### src/rtl/stopwatch_ctrl_if.sv
// Signal bundle between the stopwatch controller, its button/prescaler sources
// and the display formatter.
interface stopwatch_ctrl_if;
    logic       btn_ss;
    logic       btn_lap;
    logic       btn_clr;
    logic       cnt_max;
    logic       cnt_en;
    logic       cnt_clr;
    logic [5:0] disp_sec;
    logic [5:0] disp_min;
    logic       running;
    logic       lap_active;
    logic       rollover;

    modport master (
        output btn_ss, btn_lap, btn_clr, cnt_max,
        input  cnt_en, cnt_clr, disp_sec, disp_min, running, lap_active, rollover
    );

    modport slave (
        input  btn_ss, btn_lap, btn_clr, cnt_max,
        output cnt_en, cnt_clr, disp_sec, disp_min, running, lap_active, rollover
    );
endinterface

### src/rtl/stopwatch_ctrl.sv
// Stopwatch sequencer: button presses drive a 4-state FSM that gates the 1 s
// prescaler and accumulates its terminal-count ticks into min:sec with lap freeze.
module stopwatch_ctrl #(
    parameter int unsigned SEC_WRAP = 60,
    parameter int unsigned MIN_WRAP = 60
) (
    input logic             clk,
    input logic             rst,
    stopwatch_ctrl_if.slave bus
);
    typedef enum logic [1:0] {StIdle, StRun, StPause, StLap} state_e;

    localparam logic [5:0] SecMax = 6'(SEC_WRAP - 1);
    localparam logic [5:0] MinMax = 6'(MIN_WRAP - 1);

    state_e     state_q;
    logic       ss_prev_q, lap_prev_q, clr_prev_q;
    logic [5:0] sec_q, min_q, lap_sec_q, lap_min_q;
    logic       cnt_clr_q, rollover_q;

    logic press_ss, press_lap, press_clr, tick;

    always_comb begin
        press_ss  = bus.btn_ss & ~ss_prev_q;
        press_lap = bus.btn_lap & ~lap_prev_q;
        press_clr = bus.btn_clr & ~clr_prev_q;
        tick      = bus.cnt_en & bus.cnt_max;
    end

    always_ff @(posedge clk) begin
        if (rst) begin
            state_q    <= StIdle;
            ss_prev_q  <= 1'b0;
            lap_prev_q <= 1'b0;
            clr_prev_q <= 1'b0;
            sec_q      <= '0;
            min_q      <= '0;
            lap_sec_q  <= '0;
            lap_min_q  <= '0;
            cnt_clr_q  <= 1'b0;
            rollover_q <= 1'b0;
        end else begin
            ss_prev_q  <= bus.btn_ss;
            lap_prev_q <= bus.btn_lap;
            clr_prev_q <= bus.btn_clr;
            cnt_clr_q  <= 1'b0;
            rollover_q <= 1'b0;

            if (tick) begin
                if (sec_q != SecMax) begin
                    sec_q <= sec_q + 6'd1;
                end else begin
                    sec_q <= '0;
                    if (min_q != MinMax) begin
                        min_q <= min_q + 6'd1;
                    end else begin
                        min_q      <= '0;
                        rollover_q <= 1'b1;
                    end
                end
            end

            // Clear is only valid in PAUSE, so ss>lap is the only priority left elsewhere.
            unique case (state_q)
                StIdle: begin
                    if (press_ss) state_q <= StRun;
                end
                StRun: begin
                    if (press_ss) begin
                        state_q <= StPause;
                    end else if (press_lap) begin
                        state_q   <= StLap;
                        lap_sec_q <= sec_q;
                        lap_min_q <= min_q;
                    end
                end
                StLap: begin
                    if (press_ss)       state_q <= StPause;
                    else if (press_lap) state_q <= StRun;
                end
                StPause: begin
                    if (press_clr) begin
                        state_q   <= StIdle;
                        sec_q     <= '0;
                        min_q     <= '0;
                        cnt_clr_q <= 1'b1;
                    end else if (press_ss) begin
                        state_q <= StRun;
                    end
                end
                default: state_q <= StIdle;
            endcase
        end
    end

    always_comb begin
        bus.running    = (state_q == StRun) || (state_q == StLap);
        bus.lap_active = (state_q == StLap);
        bus.cnt_en     = bus.running;
        bus.cnt_clr    = cnt_clr_q;
        bus.rollover   = rollover_q;
        bus.disp_sec   = bus.lap_active ? lap_sec_q : sec_q;
        bus.disp_min   = bus.lap_active ? lap_min_q : min_q;
    end
endmodule

### src/flat_wrapper.sv
// flat-port wrapper written by rule: the top's interface ports become plain ports
module stopwatch_ctrl_flat 
#(
    parameter int unsigned SEC_WRAP = 60,
    parameter int unsigned MIN_WRAP = 60
)
  (clk, rst, bus_btn_ss, bus_btn_lap, bus_btn_clr, bus_cnt_max, bus_cnt_en, bus_cnt_clr, bus_disp_sec, bus_disp_min, bus_running, bus_lap_active, bus_rollover);
  stopwatch_ctrl_if bus_i ();
  input logic clk;
  input logic rst;
  input wire logic [$bits(bus_i.btn_ss)-1:0] bus_btn_ss;
  input wire logic [$bits(bus_i.btn_lap)-1:0] bus_btn_lap;
  input wire logic [$bits(bus_i.btn_clr)-1:0] bus_btn_clr;
  input wire logic [$bits(bus_i.cnt_max)-1:0] bus_cnt_max;
  output wire logic [$bits(bus_i.cnt_en)-1:0] bus_cnt_en;
  output wire logic [$bits(bus_i.cnt_clr)-1:0] bus_cnt_clr;
  output wire logic [$bits(bus_i.disp_sec)-1:0] bus_disp_sec;
  output wire logic [$bits(bus_i.disp_min)-1:0] bus_disp_min;
  output wire logic [$bits(bus_i.running)-1:0] bus_running;
  output wire logic [$bits(bus_i.lap_active)-1:0] bus_lap_active;
  output wire logic [$bits(bus_i.rollover)-1:0] bus_rollover;
  assign bus_i.btn_ss = bus_btn_ss;
  assign bus_i.btn_lap = bus_btn_lap;
  assign bus_i.btn_clr = bus_btn_clr;
  assign bus_i.cnt_max = bus_cnt_max;
  assign bus_cnt_en = bus_i.cnt_en;
  assign bus_cnt_clr = bus_i.cnt_clr;
  assign bus_disp_sec = bus_i.disp_sec;
  assign bus_disp_min = bus_i.disp_min;
  assign bus_running = bus_i.running;
  assign bus_lap_active = bus_i.lap_active;
  assign bus_rollover = bus_i.rollover;
  stopwatch_ctrl #(.SEC_WRAP(SEC_WRAP), .MIN_WRAP(MIN_WRAP)) u_core (.clk(clk), .rst(rst), .bus(bus_i));
endmodule
### config.mk
export PLATFORM = sky130hd
export DESIGN_NAME = stopwatch_ctrl_flat
export DESIGN_NICKNAME = d
export VERILOG_FILES = /design/src/rtl/stopwatch_ctrl_if.sv /design/src/rtl/stopwatch_ctrl.sv /design/src/flat_wrapper.sv
export SDC_FILE = /design/constraint.sdc
export NUM_CORES = 1
export LEC_CHECK = 0
export CAP_MARGIN = 30
export CORE_MARGIN = 4
export CORE_UTILIZATION = 38
export CTS_CLUSTER_SIZE = 40
export DETAILED_ROUTE_END_ITERATION = 10
export GPL_TIMING_DRIVEN = 0
export HOLD_SLACK_MARGIN = 0.12
export PLACE_DENSITY = 0.63
export SYNTH_ARGS = -nofsm -noshare
export SYNTH_HDL_FRONTEND = slang
export SYNTH_SLANG_ARGS = --single-unit
### constraint.sdc
create_clock -name clk -period 3.25 [get_ports clk]
set_input_delay 0.4875 -clock clk [delete_from_list [all_inputs] [get_ports clk]]
set_output_delay 0.4875 -clock clk [all_outputs]
set_load 0.02 [all_outputs]
==> impl_results.md <==
- Status: finished, final reports clean
- Post-DP HPWL: 2.11 mm
- Worst hold slack: 493 ps
- Mapped Area: 0.00145 mm^2
- Htree depth: 2
- WP data arrival: 2150 ps
- RSZ-0062 raised after global routing: false
- Routed wire per std cell: 12.8 um
- Share of cells above drive strength 1: 0.177
- Clock buffer depth: 2
- Core Region: 0.00366 mm^2
- Peak Freq: 0.380 GHz
- Vias per cell: 4.87
- DRC: 0
- Final Power: 0.757 mW
- Avg Inst Size Synth: 9.90 um^2
- Hold worst-path end: u_core.lap_sec_q[4]$_SDFFE_PP0P_
- Final hold violations: 0
- Crit start category: flop
- CTS sink count: 31
- Final instance area: 0.00181 mm^2
- Filler Cell Count: 353
- IO Pins: 23
- Detailed Routing Iterations Pass 1: 4
- Hold Startpoint: u_core.lap_sec_q[4]$_SDFFE_PP0P_
- Chip height: 69.7 um
- First-pass GRT wire length: 5.23 mm
- Vias in the first global route: 1,161
- Die area: 0.00485 mm^2
- Site row count: 22
- # port buffers: 22
- Yosys warns: 0
- Worst path required time: 2760 ps
- Worst R2R End: u_core.sec_q[0]$_SDFF_PP0_
- NumNets Final: 183
- Max_cap viols: 0
- Ant diodes: 0
- Clk_lat worst skew: 280 ps
- RR Startpoint: u_core.sec_q[0]$_SDFF_PP0_
- Hold depth: 2
- Worst Hold Class: flop to flop
- Top FF cell, synth: dfxtp_1
- Endpoints failing setup: 0
- Pin count of the biggest net entering global routing: 11
- Initial drt markers: 39
- Fin cells: 223
- VDD IR max: 0.000291 V
- Die width: 69.7 um
- Worst R2R Path Depth: 4
- CTS tree: done
- Synth cell types: 35
- Asr flop ratio synth: 0
- Skew final: 1.10 ps
- Hold_buf cts: 0
- Crit share post-route: 0.810
- CP Capture Type: output pin
- Cells after Synth: 146
- # Post-CTS Setup Buffers: 0
- Initial Util: 0.395
- Gr ovfl total: 0
- Worst slew pin tran: 589 ps
- WL final: 2.86 mm
- Setup tns final: 0 ps
- Gpl congestion: 0.817
- Post_cts resized: 0
- EDFF count, synth: 0
- Reg-to-reg slack, setup: 1700 ps
- Placed instance area: 0.00173 mm^2
- Via count: 1,085
- #FFs+latches synth: 31
- Dominant cells by area after synthesis: dfxtp_1 (43%), mux2_2 (9.4%), mux2i_1 (8.3%), nor2_1 (6.8%), xnor2_1 (4.2%)
- Power per cell area: 418 mW/mm^2
- Sequential-to-total area share from yosys stat: 0.429
- Share of the synthesized area in the top cell type: 0.429
- Antenna-violating nets left: 0
- Area growth from synthesis to layout: 25.5%
- Setup CP Type: flop to output pin
- Clk slew on worst S/H paths: 60 ps
- Clk root buf: clkbuf_8
- CTS Buf Count: 5
- Total GRT Usage: 0.136
- Area leader, netlist: dfxtp_1
- Tmin final: 2630 ps
- Placed cell count: 216
- Initial antenna violation count: 0
- Max Slew Vio Count: 0
- Syn Nets: 154
- Slew HR: 0.603
- Crit path max fanout: 10
- Pleak: 0.811 nW
critical path, stage by stage, from the launching register on:
cell             delay (ps)
dfxtp_1                 300
buf_4                   170
nand2_1                 160
buf_2                   310
mux2_2                  370
clkdlybuf4s50_1         540
cell usage in the layout (no fill, tap or decap), types with 2 or more instances in the layout:
master | netlist | final
nand2_1 | 7 | 7
nor2b_1 | 5 | 5
xnor2_1 | 7 | 7
clkbuf_1 | 2 | 2
clkbuf_8 | 0 | 6
mux2i_1 | 12 | 12
xor2_1 | 4 | 4
a21oi_1 | 4 | 4
nand4_1 | 2 | 2
nor2_1 | 26 | 26
clkdlybuf4s50_1 | 0 | 22
buf_4 | 2 | 2
buf_2 | 2 | 2
nor3_1 | 2 | 2
mux2_2 | 12 | 12
ha_1 | 2 | 2
o21ai_0 | 3 | 3
nand3_1 | 5 | 5
dfxtp_1 | 31 | 31
cells in the mapped netlist (all sizes together) (3+ instances only):
| master | count |
|---|---|
| a21oi | 4 |
| buf | 6 |
| dfxtp | 31 |
| mux2 | 12 |
| mux2i | 12 |
| nand2 | 7 |
| nand3 | 6 |
| nor2 | 27 |
| nor2b | 5 |
| o21ai | 3 |
| xnor2 | 7 |
| xor2 | 4 |
flip-flops by register name (all words and copies together) (netlist names):
register	flops
u_core.bus.cnt_clr	1
u_core.lap_prev_q	1
u_core.sec_q	6
u_core.lap_min_q	6
u_core.bus.rollover	1
u_core.clr_prev_q	1
u_core.state_q	2
u_core.ss_prev_q	1
u_core.min_q	6
u_core.lap_sec_q	6
cell families (layout without fill, tap and decap cells):
group                      count (synthesis)  after routing  synth area share
adders and majority gates                  2              2            0.0173
AOI/OAI and AO/OA                          7              7            0.0242
muxes                                     24             24             0.177
buffers and inverters                      9             38            0.0355
DFF                                       31             31             0.429
xor gates and xnor gates                  11             11            0.0667
and+or+nand+nor                           62             62             0.250
how the worst max path moves through the flow:
stage	from	endpoint	cells past startpoint
after floorplan	u_core.state_q[0]$_SDFFE_PP0P_	bus_disp_min[1]	4
after global placement	u_core.state_q[0]$_SDFFE_PP0P_	bus_disp_min[1]	5
after detailed placement	u_core.state_q[0]$_SDFFE_PP0P_	bus_disp_sec[0]	5
after CTS	u_core.state_q[0]$_SDFFE_PP0P_	bus_disp_sec[0]	5
after global routing	u_core.state_q[0]$_SDFFE_PP0P_	bus_disp_sec[0]	5
final	u_core.state_q[0]$_SDFFE_PP0P_	bus_disp_sec[0]	5
where the power goes:
part / switching, mW / internal (mW) / leakage, nW
combinational: 0.0347 / 0.0317 / 0.513
clock: 0.135 / 0.166 / 0.0470
sequential: 0.00425 / 0.386 / 0.251
layout make-up:
type	count	area, um^2	share of cell area
sequential	31	621	0.342
tap	48	60.1	0.0331
clock buffer	6	82.6	0.0455
timing repair buffer	22	220	0.121
buffer	8	47.5	0.0262
clock inverter	1	5.00	0.00276
multi-input combinational	106	773	0.427
inverter	1	3.75	0.00207
routing by layer:
metal,up-vias,track usage,part of all wire
li1,551,-,-
met1,509,0.155,0.44
met2,18,0.230,0.50
met3,7,0.0362,0.036
met4,0,0.0766,0.023
met5,-,0,0
through the flow:
step / worst slack, ps / utilization
2_1_floorplan: 1580 / -
3_3_place_gp: 925 / 0.471
3_5_place_dp: 913 / 0.471
4_1_cts: 585 / 0.495
5_1_grt: 466 / 0.495
6_report: 617 / 0.495
(Power assumes the default switching activity.)
